<file path="src/rtl/xmint_rr_arbiter.sv">
// Round-robin arbiter sharing one registered output channel between N requesters.
// A grant stays locked to one requester from its first beat until its last beat is accepted.
module xmint_rr_arbiter #(
   parameter int N              = 3,
   parameter int MUX_DATA_WIDTH = 32,
   localparam int SEL_W         = $clog2(N)
) (
   input  logic                                clk,
   input  logic                                rst_n,
   input  logic [N-1:0]                        req_valid,
   input  logic [N-1:0][MUX_DATA_WIDTH-1:0]    req_data,
   input  logic [N-1:0]                        req_last,
   output logic [N-1:0]                        req_ready,
   output logic                                out_valid,
   output logic [MUX_DATA_WIDTH-1:0]           out_data,
   output logic [SEL_W-1:0]                    out_src,
   output logic                                out_last,
   input  logic                                out_ready,
   output logic                                locked
);

   // Handshake: a beat moves on a rising edge where valid and ready are both high;
   // req_ready never depends on req_data/req_last, and out_* come only from registers.
   typedef enum logic {
      ST_ARB    = 1'b0,
      ST_LOCKED = 1'b1
   } state_e;

   localparam logic [SEL_W-1:0] LAST_IDX = SEL_W'(N - 1);

   state_e                      state_q, state_d;
   logic [SEL_W-1:0]            ptr_q, ptr_d;
   logic [SEL_W-1:0]            owner_q, owner_d;
   logic                        out_valid_q, out_valid_d;
   logic [MUX_DATA_WIDTH-1:0]   out_data_q, out_data_d;
   logic [SEL_W-1:0]            out_src_q, out_src_d;
   logic                        out_last_q, out_last_d;

   logic                        load_en;
   logic                        win_found;
   logic [SEL_W-1:0]            win_idx;
   logic [SEL_W-1:0]            cand;
   logic                        grant_valid;
   logic [SEL_W-1:0]            grant_idx;
   logic                        accept;

   // Walk candidates from ptr with an explicit wrap at N-1 so no illegal index is visited.
   always_comb begin
      win_found = 1'b0;
      win_idx   = '0;
      cand      = ptr_q;
      for (int k = 0; k < N; k++) begin
         if (!win_found && req_valid[cand]) begin
            win_found = 1'b1;
            win_idx   = cand;
         end
         cand = (cand == LAST_IDX) ? '0 : cand + SEL_W'(1);
      end
   end

   always_comb begin
      load_en = !out_valid_q || out_ready;
      if (state_q == ST_LOCKED) begin
         grant_idx   = owner_q;
         grant_valid = req_valid[owner_q];
      end else begin
         grant_idx   = win_idx;
         grant_valid = win_found;
      end
      accept    = rst_n && load_en && grant_valid;
      req_ready = '0;
      if (accept) begin
         req_ready[grant_idx] = 1'b1;
      end
   end

   always_comb begin
      state_d     = state_q;
      ptr_d       = ptr_q;
      owner_d     = owner_q;
      out_valid_d = out_valid_q;
      out_data_d  = out_data_q;
      out_src_d   = out_src_q;
      out_last_d  = out_last_q;
      if (accept) begin
         out_valid_d = 1'b1;
         out_data_d  = req_data[grant_idx];
         out_src_d   = grant_idx;
         out_last_d  = req_last[grant_idx];
         if (req_last[grant_idx]) begin
            ptr_d   = (grant_idx == LAST_IDX) ? '0 : grant_idx + SEL_W'(1);
            state_d = ST_ARB;
         end else begin
            owner_d = grant_idx;
            state_d = ST_LOCKED;
         end
      end else if (out_ready) begin
         out_valid_d = 1'b0;
      end
   end

   always_ff @(posedge clk or negedge rst_n) begin
      if (!rst_n) begin
         state_q     <= ST_ARB;
         ptr_q       <= '0;
         owner_q     <= '0;
         out_valid_q <= 1'b0;
         out_data_q  <= '0;
         out_src_q   <= '0;
         out_last_q  <= 1'b0;
      end else begin
         state_q     <= state_d;
         ptr_q       <= ptr_d;
         owner_q     <= owner_d;
         out_valid_q <= out_valid_d;
         out_data_q  <= out_data_d;
         out_src_q   <= out_src_d;
         out_last_q  <= out_last_d;
      end
   end

   assign out_valid = out_valid_q;
   assign out_data  = out_data_q;
   assign out_src   = out_src_q;
   assign out_last  = out_last_q;
   assign locked    = (state_q == ST_LOCKED);

endmodule

</file>
<file path="config.mk">
export PLATFORM = sky130hd
export DESIGN_NAME = xmint_rr_arbiter
export DESIGN_NICKNAME = d
export VERILOG_FILES = /design/src/rtl/xmint_rr_arbiter.sv
export SDC_FILE = /design/constraint.sdc
export NUM_CORES = 1
export LEC_CHECK = 0
export CORE_ASPECT_RATIO = 1.4
export CORE_MARGIN = 2
export CORE_UTILIZATION = 30
export DETAILED_ROUTE_END_ITERATION = 7
export MAX_ROUTING_LAYER = met4
export PLACE_DENSITY = 0.7
export SKIP_CTS_REPAIR_TIMING = 1
export SYNTH_ARGS = -nofsm -noshare
export SYNTH_HDL_FRONTEND = slang
export SYNTH_SLANG_ARGS = --single-unit
</file>
<file path="constraint.sdc">
create_clock -name clk -period 1.9 [get_ports clk]
set_input_delay 0.19 -clock clk [delete_from_list [all_inputs] [get_ports clk]]
set_output_delay 0.19 -clock clk [all_outputs]
set_load 0.05 [all_outputs]
</file>
## Word level (Yosys, flattened, before mapping)

Index checks and enable logic that the tools add are counted.

| cells by class | value |
|---|---|
| bitwise gates (word level) | 1 |
| mux-type cells | 29 |
| reductions and logical operators | 12 |
| multiply operators | 0 |
| add/subtract/negate cells | 3 |
| shift operators | 0 |
| divide/modulo/power cells | 0 |
| magnitude comparators | 6 |
| equality and inequality tests | 3 |

Operators by type and width:

| operator | count |
|---|---|
| 32-bit binary-select mux with 2-bit select | 1 |
| 32-bit 2-to-1 mux | 1 |
| 2-bit by 3-bit < comparator with 1-bit output (second input constant) | 5 |
| 2-bit 2-to-1 mux | 7 |
| 1-bit 2-to-1 mux | 13 |
| 1-bit binary-select mux with 2-bit select | 5 |
| 2-bit by 1-bit adder with 2-bit output (second input constant) | 3 |
| 2-bit == test (second input constant) | 3 |
| 1-bit logical AND | 5 |
| 2-bit AND reduction | 2 |
| 1-bit zero test | 3 |
| 3-bit 2-to-1 mux | 1 |
| 1-bit demux with 2-bit select | 1 |
| 2-bit by 1-bit >= comparator with 1-bit output (second input constant) | 1 |
| 2-bit nonzero test | 1 |
| 1-bit logical OR | 1 |
| 1-bit inverter | 1 |

| word-level totals | value |
|---|---|
| bits in latches | 0 |
| memories | 0 |
| input bits | 105 |
| bits in writable memories | 0 |
| ROM bits | 0 |
| output and inout bits | 40 |
| bits in registers | 41 |
| word-level logic and storage cells | 61 |

## Depth between registers and ports, before layout

| depth | value |
|---|---|
| word-level depth | 15 |
| mapped depth | 8 |
| mapped depth without buffers | 5 |

## Worst setup path before layout

Ideal clock, no wire load.

| timing path | value |
|---|---|
| path kind | register to output |
| from | reg state_q (netlist: locked) |
| to | out req_ready[0] |
| stages on the path, launching flop included | 7 |
| path slack | -897 ps |
| buffers on the path | 3 |
| arrival | 2607 ps |
| required time | 1710 ps |
| cells stage by stage | dfrtp_1 -> buf_2 -> nor4b_2 -> a221o_1 -> buf_6 -> buf_6 -> nor3_1 |

| between the ends | value |
|---|---|
| word-level cells in the longest chain between the ends | 6 |
| elaborated cells on any way between the ends | 9 |
| those cells by class | order compare (2); mux (5); reduce/logical (2) |

RTL lines:

| element | line | RTL |
|---|---|---|
| start: declaration | 31 | `state_e state_q, state_d;` |
| start signal: assignment | 112 | `state_q <= state_d;` |
| 2-bit 2-to-1 mux | 63 | `if (state_q == ST_LOCKED) begin` |
| 2-bit by 3-bit < comparator with 1-bit output (implied by the code) or 2-bit by 1-bit >= comparator with 1-bit output (tied branches) | 73 | `req_ready[grant_idx] = 1'b1;` |
| 1-bit logical AND (implied by the code) | 73 |  |
| 1-bit 2-to-1 mux (implied by the code) | 73 |  |
| 1-bit demux with 2-bit select | 73 |  |
| 3-bit 2-to-1 mux (*) | 72 | `if (accept) begin` |
| end: declaration | 13 | `output logic [N-1:0] req_ready,` |

Mark *: on every way between the ends. The rest lies on a longest branch, timed or not.

## Worst setup path after layout

| timing path | value |
|---|---|
| from | in req_valid[1] |
| to | out req_ready[0] |

| between the ends | value |
|---|---|
| word-level cells in the longest chain between the ends | 15 |
| elaborated cells on any way between the ends | 27 |
| those cells by class | order compare (2); mux (19); reduce/logical (6) |

RTL lines:

| element | line | RTL |
|---|---|---|
| start: declaration | 10 | `input logic [N-1:0] req_valid,` |
| 1-bit binary-select mux with 2-bit select | 53 | `if (!win_found && req_valid[cand]) begin` |
| 1-bit 2-to-1 mux (implied by the code) | 53 |  |
| 1-bit 2-to-1 mux | 53 |  |
| 1-bit zero test | 53 |  |
| 1-bit logical AND | 53 |  |
| 1-bit 2-to-1 mux | 53 |  |
| 1-bit zero test | 53 |  |
| 1-bit logical AND | 53 |  |
| 2-bit 2-to-1 mux | 53 |  |
| 2-bit 2-to-1 mux | 63 |  |
| 2-bit by 3-bit < comparator with 1-bit output (implied by the code) or 2-bit by 1-bit >= comparator with 1-bit output (tied branches) | 73 |  |
| 1-bit logical AND (implied by the code) | 73 |  |
| 1-bit 2-to-1 mux (implied by the code) | 73 |  |
| 1-bit demux with 2-bit select | 73 |  |
| 3-bit 2-to-1 mux (*) | 72 |  |

Mark *: on every way between the ends. The rest lies on a longest branch, timed or not. The select of a mux whose other input is x is not followed.

==> results.ini <==
[route]
routed_wl_um = 8560
viasPerCell = 5.00
drt_iter0_drc = 64
post_drt_wl_per_cell_um = 16.4
drt-pass1-iter-count = 4
ant_nets = 0
drc = 0
dr_total_vias = 2613

[global_route]
grt_overflow_total = 0
grt_max_degree = 23
grt_usage = 0.176
grt_pass1_vias = 2675
antenna_found_initial = 0
grt_first_pass_wirelength_um = 13200

[sta]
rsz0062_at_grt = yes
min_period_ns = 2.10
setup_viol = 37
worst_pin_slew_ns = 0.536
final.setup_skew_ns = 0.00438
maxSlewViolCount = 0
maxSlewHeadroom = 0.641
max_clock_freq_mhz = 477
fin_setup_tns_ns = -5.06
hold_violations = 0
fin_ws_ns = -0.195
post-route-period-util = 1.10

[finish]
diodes = 0
layout-drive-gt1-share = 0.344
fin_cells = 523
area_delta_synth_final_pct = 84.0
fin_nets = 522

[setup_path]
start_kind = input port
critPathRequiredTime_ns = 1.71
crit_type = in -> out
critPathCaptureType = output pin
max_stage_delay_ns = 0.54
reg2reg_from = ptr_q[0]
crit_fanout = 8
rrSetupSlack_ns = -0.18
rr_worst_depth = 7
endpoint = req_ready[0]
cp_cell_sequence = clkdlybuf4s50_1 -> buf_4 -> nand2_1 -> o221ai_2 -> nand4_1 -> buf_6 -> nor3_4 -> buf_12
cp-startpoint = req_valid[1]
critPathSlowestCell = clkdlybuf4s50_1
cp.arrival_ns = 1.91
r2r-end = out_data[18]

[clock_network]
cts_tree = done
clock_latency_ns = 0.28
cts_made_buffers = 5
cts_root_buffer = clkbuf_16
clk_pin_slew_ns = 0.06
cts_max_level = 2
cts.sinks = 41
cts_buffer_depth = 2

[floorplanning]
core-area_sq_um = 8610
num_rows = 40
num_io_pins = 145
die_y_um = 116
die_width_um = 83.7
die_area_sq_um = 9680
initial_core_util = 0.310

[placed_design]
dp_hpwl_um = 6350
gp_congestion = 0.823
dpl.cell_count = 500
place_ws_ns = -0.404
portBuffers = 144

[logic_synthesis]
synthesis.instances = 238
synth_top_family_by_area = compound AO/OA/AOI/OAI gates
synthSimpleGateAreaFrac = 0.145
yosys.area.top_type = dfrtp_1
yosys_register_bits = 41
async_flop_share = 1.00
syn_area_per_cell_sq_um = 11.2
synth_area_sq_um = 2670
synth_fa_ha_area_frac = 0
synth_xor_area_frac = 0
yosysUniqueCellTypes = 39
syn-num-nets = 343
post_synth_mux_area_share = 0.186
yosysTopAreaCellShare = 0.384
ys.flop_type = dfrtp_1
synth-warning-count = 0
synth_edf_count = 0
ys_seq_area_frac = 0.384
synth-compound-area-share = 0.233
synth.area.top_cells = dfrtp_1 (38%), a221oi_2 (16%), mux2_4 (16%)

[min_path]
hold_class = in -> async

[pwr]
power-per-cell-area_nw_per_um2 = 1660
p_leak_nw = 2.05
power_w = 0.00816
vdd_drop_max_mv = 1.03

[job]
maxCapViolCount = 0

[outcome]
status = finished with violations
violations = setup timing

-- flip-flops by register name, indices dropped and copies added (netlist names) --
register,count
out_last,1
locked,1
owner_q,2
out_data,32
out_src,2
out_valid,1
ptr_q,2
-- layout by cell type (no fill, tap or decap), types with 2 or more instances in the layout --
| cell type | n |
|---|---|
| dfrtp_1 | 38 |
| mux2_2 | 2 |
| nor3_4 | 2 |
| a21o_1 | 2 |
| dfrtp_2 | 3 |
| clkbuf_8 | 2 |
| buf_6 | 5 |
| nand2_1 | 9 |
| nor2_1 | 65 |
| buf_12 | 8 |
| mux2_4 | 30 |
| nor2_4 | 2 |
| a21oi_1 | 3 |
| buf_4 | 35 |
| clkdlybuf4s50_1 | 138 |
| clkbuf_16 | 7 |
| a31oi_1 | 2 |
| a221oi_2 | 33 |
-- where the power goes --
group,leakage (nW),total [W],internal [W],switching (W)
logic,1.50,0.00570,0.00254,0.00316
registers,0.465,0.00158,0.00130,0.000278
clock network,0.0799,0.000890,0.000556,0.000334
total,2.05,0.00816,0.00439,0.00377
-- per-layer routing --
metal | up-vias | GRT usage | share of wire
met5 | - | - | 0
met4 | 0 | 0.0538 | 0.011
met3 | 8 | 0.0349 | 0.048
met2 | 101 | 0.310 | 0.54
met1 | 1257 | 0.202 | 0.40
li1 | 1247 | - | -
-- logic make-up (layout without fill, tap and decap cells) --
| logic type | Yosys count | count (layout) |
|---|---|---|
| AND/OR/NAND/NOR | 88 | 88 |
| AO/OA/AOI/OAI | 54 | 54 |
| flip-flops | 41 | 41 |
| multiplexers | 35 | 35 |
| buffers and inverters | 20 | 200 |
-- worst min-delay path by stage --
stage                      endpoint  cells after the start
after detailed placement   out_last                      2
final                     out_valid                      3
after global placement    out_valid                      2
after CTS                  out_last                      2
after floorplan              locked                      0
after global routing       out_last                      3
-- synthesized netlist by cell type, types with 4 or more instances --
| cell type | instances |
|---|---|
| a221oi_1 | 5 |
| a21oi_1 | 4 |
| dfrtp_1 | 41 |
| buf_2 | 8 |
| nor2_1 | 67 |
| nand2_1 | 9 |
| mux2_2 | 4 |
| buf_4 | 6 |
| buf_6 | 4 |
| mux2_4 | 28 |
| a221oi_2 | 28 |
-- layout make-up --
cell class              instances  area (sq um)
fillers                       733          3690
clock inverters                 1          5.00
multi-input cells             177          1640
flip-flops and latches         41          1030
well taps                     105           131
repair buffers                192          1950
clock buffers                   7           153
-- through the flow --
stage / instance area, sq um / utilization / hold WS, ns
floorplan: 2760 / - / -0.106
global placement: 4490 / 0.522 / 0.247
detailed placement: 4490 / 0.522 / 0.251
CTS: 4650 / 0.540 / -0.0570
global route: 4910 / 0.571 / 0.514
finish: 4910 / 0.571 / 0.486
-- worst max-delay path, delay by kind of cell --
| kind | cells | cell delay, ns |
|---|---|---|
| buffers and inverters | 4 | 1.04 |
| and+or+nand+nor | 3 | 0.44 |
| AOI/OAI and AO/OA | 1 | 0.22 |
Power figures use the tool's default switching activity.
==> edit 1 (same settings) <==
`out_data_q` no longer has a reset.
--- a/src/rtl/xmint_rr_arbiter.sv
+++ b/src/rtl/xmint_rr_arbiter.sv
@@ -105,7 +105,6 @@
          ptr_q       <= '0;
          owner_q     <= '0;
          out_valid_q <= 1'b0;
-         out_data_q  <= '0;
          out_src_q   <= '0;
          out_last_q  <= 1'b0;
       end else begin
@@ -113,10 +112,13 @@
          ptr_q       <= ptr_d;
          owner_q     <= owner_d;
          out_valid_q <= out_valid_d;
-         out_data_q  <= out_data_d;
          out_src_q   <= out_src_d;
          out_last_q  <= out_last_d;
       end
+   end
+
+   always_ff @(posedge clk) begin
+      out_data_q <= out_data_d;
    end
 
    assign out_valid = out_valid_q;
Check against the original RTL: differs if rst_n is asserted again (counterexample within 4 cycles, from zero or initial values and one cycle with rst_n low); with rst_n held inactive, the same outputs for 10 cycles.
==> edit 1 against the original RTL <==
  * The run still ends with setup timing left
  * Sequential share of layout area increased by 7.0 points
  * Clock power down 22%
  * Sequential cell count is the same
  * Maximum frequency grew 3.8%
  * Design area fell by 14%
  * Wire length is 18% lower
  * Core utilization grew 0.98 points
  * Area after synthesis shrank 16%
  * Setup slack better by 0.076 ns
  * Largest cell class unchanged
  * Final cell count down 9.2%
  * Die area fell by 16%
  * Critical endpoint unchanged
  * Power shrank 15%
==> edit 1: results (changes against the original RTL) <==
Run status = complete, but fails checks
Failing checks = setup timing
Slew HR = 0.6428 (+0.001292)
WP data arrival = 1.83 ns (-0.08 ns)
Avg Inst Size Synth = 10.81 um2 (-3.7%)
Nets@finish = 482 (-7.7%)
# setup viols final = 10 (-73%)
Fin Clk Skew = 0.002146 ns (-0.002235 ns)
Primary flip-flop cell chosen by synthesis mapping = edfxtp_1
Routed wire per std cell = 14.70 um (-10%)
Proportion of synthesized area in mux cells = 0.1477 (-0.03838)
Worst-path fanout max = 4 (-4)
N_diodes = 0 (unchanged)
Hold WS = 0.2529 ns (-0.2329 ns)
Final setup TNS = -0.3501 ns (+4.708 ns)
Final setup margin = -0.1192 ns (+0.07616 ns)
Sequential power share = 0.242 (+0.049)
R2R setup slack = -0.02 ns (+0.16 ns)
Root Driver = clkbuf_8
Post-synth EDFFs = 32 (+32)
Synth Area in Adders = 0 (unchanged)
Reg2Reg Depth = 6 (-1)
CP endpoint = req_ready[0]
First-pass GRT wire length = 10.73 mm (-19%)
Layout cells sized above 1 = 0.1534 (-0.1911)
GRT Overall Usage = 0.1701 (-0.005615)
Area contributors post-synth = edfxtp_1, mux2i_1, dfrtp_1
Placed insts = 458 (-8.4%)
Internal power = 3.846 mW (-12%)
Clock Latency Late Sink = 0.29 ns
Library cells used by synthesis = 36 (-7.7%)
Via density = 4.718 (-5.6%)
Syn Nets = 312 (-9.0%)
Max VDD drop = 994.6 uV (-3.5%)
Number of global-route vias before repair = 2,225 (-17%)
Placed cell areas = 4000 um2 (-11%)
Largest net degree at the start of global routing = 33 (+43%)
Synth top cells by count = nand2_1, mux2i_1, edfxtp_1, o21ai_0, dfrtp_1
Clock Pin Slew Worst Setup and Hold Paths = 0.08 ns (+0.02 ns)
Post-synthesis xor/xnor area fraction = 0 (unchanged)
Leak Pwr = 1.709 nW (-17%)
Initial DRC count = 85 (+33%)
Initial antenna violation count = 0 (unchanged)
Seq/Total Area, Yosys = 0.5302 (+0.1459)
Power in the clock group = 0.693 mW (-22%)
Compound-Gate Fraction of Synth Area = 0.1739 (-0.05896)
FFs w/ async S/R, synth = 0.2195 (-0.7805)
Crit path launch = ptr_q[1]$_DFFE_PN0P_
FF-to-FF End = out_data[1]$_DFFE_PP_
Fill count = 672 (-8.3%)
Final GP Congestion = 0.8018 (-2.5%)
DP HPWL = 5.414 mm (-15%)
Drt total wl = 6.983 mm (-18%)
Depth of the CTS H-tree = 2 (unchanged)
## edit 1: cell types whose count changed in the layout (fill, tap and decap cells not counted), moves of 3 or more
cell	delta
clkbuf_16	-7
nand2_1	+29
mux2i_1	+32
o21ai_0	+12
dfrtp_1	-31
edfxtp_1	+32
o21ai_1	+19
a221oi_2	-33
mux2_4	-30
clkbuf_8	+3
nor2_1	-63
nand3_1	+3
buf_4	-13
## edit 1: stage by stage
stage,util,setup slack [ns],power [mW]
2_1_floorplan,-,-0.4403,4.516
3_3_place_gp,0.5469,-0.2032,5.996
3_5_place_dp,0.5469,-0.2359,6.085
4_1_cts,0.5619,-0.2412,6.787
5_1_grt,0.5806,-0.1706,7.348
6_report,0.5806,-0.1192,6.960
## edit 1: final cells by class
| type | count | area, um2 | area share |
|---|---|---|---|
| Inverter | 3 | 15.01 | 0.003536 |
| Sequential cell | 41 | 1189 | 0.2799 |
| Clock inverter | 3 | 41.29 | 0.009723 |
| Timing Repair Buffer | 175 | 1769 | 0.4166 |
| Clock buffer | 5 | 68.82 | 0.01621 |
| Tap cell | 97 | 121.4 | 0.02858 |
| Multi-Input combinational cell | 151 | 1042 | 0.2454 |
## edit 1: metal layers
layer  track usage  part of all wire  up-vias
met4       0.03061            0.0049        0
met5             -                 0        -
met3       0.03735             0.065        4
met2        0.3333              0.56       81
li1              -                 -     1103
met1        0.1728              0.37     1053
## edit 1: critical path, stage by stage, from the launching register on
cell      delay (ns)
dfrtp_2         0.44
nand2b_4        0.15
or4_4           0.56
nand2_4         0.11
buf_12          0.10
nor3_4          0.03
buf_6           0.15
==> edit 2 (same flow settings) <==
Without the edit above. The parameter `MUX_DATA_WIDTH` goes from 32 to 64.
--- a/src/rtl/xmint_rr_arbiter.sv
+++ b/src/rtl/xmint_rr_arbiter.sv
@@ -2,7 +2,7 @@
 // A grant stays locked to one requester from its first beat until its last beat is accepted.
 module xmint_rr_arbiter #(
    parameter int N              = 3,
-   parameter int MUX_DATA_WIDTH = 32,
+   parameter int MUX_DATA_WIDTH = 64,
    localparam int SEL_W         = $clog2(N)
 ) (
    input  logic                                clk,
Interface: changed (resized out_data and req_data); port bits go from 145 to 273. The function was not compared with the original's and may differ.
==> edit 2 against the original RTL <==
  * The run still ends with setup timing left
  * Area after synthesis grew 57%
  * Design area grew 84%
  * Synthesized cell count up 100%
  * Sequential cell count up 32
  * Sequential share of layout area decreased by 0.72 points
  * Setup slack lost 0.14 ns
  * First-iteration DRC count grew to 4.7 times the old value
  * Power increased by 110%
  * Critical path type is now reg -> out
  * Core utilization rose by 8.4 points
  * Wire length up 140%
==> edit 2: results (changes against the original RTL) <==
PortBufs = 272 (+89%)
Fill count = 1,069 (+46%)
Final GP Congestion = 0.9299 (+13%)
Failing checks = setup timing
Final setup TNS = -12.45 ns (-7.390 ns)
Cts bufs inserted = 9 (+4)
Worst-path fanout max = 6 (-2)
Initial DRC count = 299 (+370%)
Met2 Use GR = 0.3944 (+0.08399)
Inverters excl. clock = 1 (+1)
Hold WS = 0.2155 ns (-0.2703 ns)
Placed insts = 935 (+87%)
Clock-cell share of area = 0.02840 (-0.003684)
Multi-input gate share of total cell area = 0.3228 (-0.01129)
Met3 GRT Util = 0.04263 (+0.007730)
WP data arrival = 2.05 ns (+0.14 ns)
Critical path type = reg -> out
Synth top cells by count = dfrtp_1, nand2_1, nor2_1, nor2b_1
Layout area overhead = 115.8%
Number of global-route vias before repair = 4,830 (+81%)
Syn Nets = 686 (+100%)
Run status = complete, but fails checks
Met1 Wirelength = 7.548 mm (+120%)
Vias post-DR = 5,256 (+100%)
Met3 wire length = 1.190 mm (+190%)
Non-clock buffer share of cell area = 0.4203 (+0.02283)
Library cells used by synthesis = 35 (-10%)
Area contributors post-synth = dfrtp_1, a211oi_1, o31ai_1
Routing usage on met1 = 0.2232 (+0.02154)
# setup viols final = 73 (+97%)
Signal buffers = 346 (+80%)
CP endpoint = req_ready[2]
Leak Pwr = 3.685 nW (+80%)
Max FFs per register = 64 (+100%)
Depth of the CTS H-tree = 3 (+1)
First-pass GRT wire length = 24.71 mm (+87%)
#MultiIn Comb = 366 (+110%)
Proportion of synthesized area in mux cells = 0.008672 (-0.1774)
Fin Clk Skew = 0.005120 ns (+0.0007390 ns)
Mapped Cells = 485 (+100%)
Placed cell areas = 7502 um2 (+67%)
Clk sinks = 73 (+78%)
Drt total wl = 20.86 mm (+140%)
DP HPWL = 12.20 mm (+92%)
Largest net degree at the start of global routing = 70 (+200%)
FF-to-FF End = out_last$_DFFE_PN0P_
Switching pwr = 8.613 mW (+130%)
Final setup margin = -0.3393 ns (-0.1439 ns)
edit 2: changes by cell type in the layout (fill, tap and decap cells not counted), moves of 5 or more:
| cell | change |
|---|---|
| clkdlybuf4s50_1 | +127 |
| nand2_1 | +60 |
| o31ai_1 | +58 |
| a211oi_2 | +53 |
| dfrtp_1 | +34 |
| a221oi_2 | -33 |
| nor2b_4 | +30 |
| mux2_4 | -29 |
| nor2b_2 | +29 |
| clkbuf_16 | +13 |
| buf_12 | +8 |
| nor2b_1 | +7 |
| a211oi_1 | +6 |
| o31ai_2 | +5 |
edit 2: power by group through the flow:
stage	combinational, mW	clock [mW]	sequential, mW
finish	13.0	1.53	2.78
global route	13.6	1.62	2.88
CTS	9.58	1.56	2.76
detailed placement	9.56	0	2.77
global placement	9.37	0	2.75
floorplan	3.65	0	5.25
edit 2: worst max-delay path, cell delays in order, from the launching register on:
cell	delay, ns
dfrtp_2	0.41
or4b_4	0.52
o221a_4	0.29
buf_16	0.15
nor2_4	0.18
buf_12	0.16
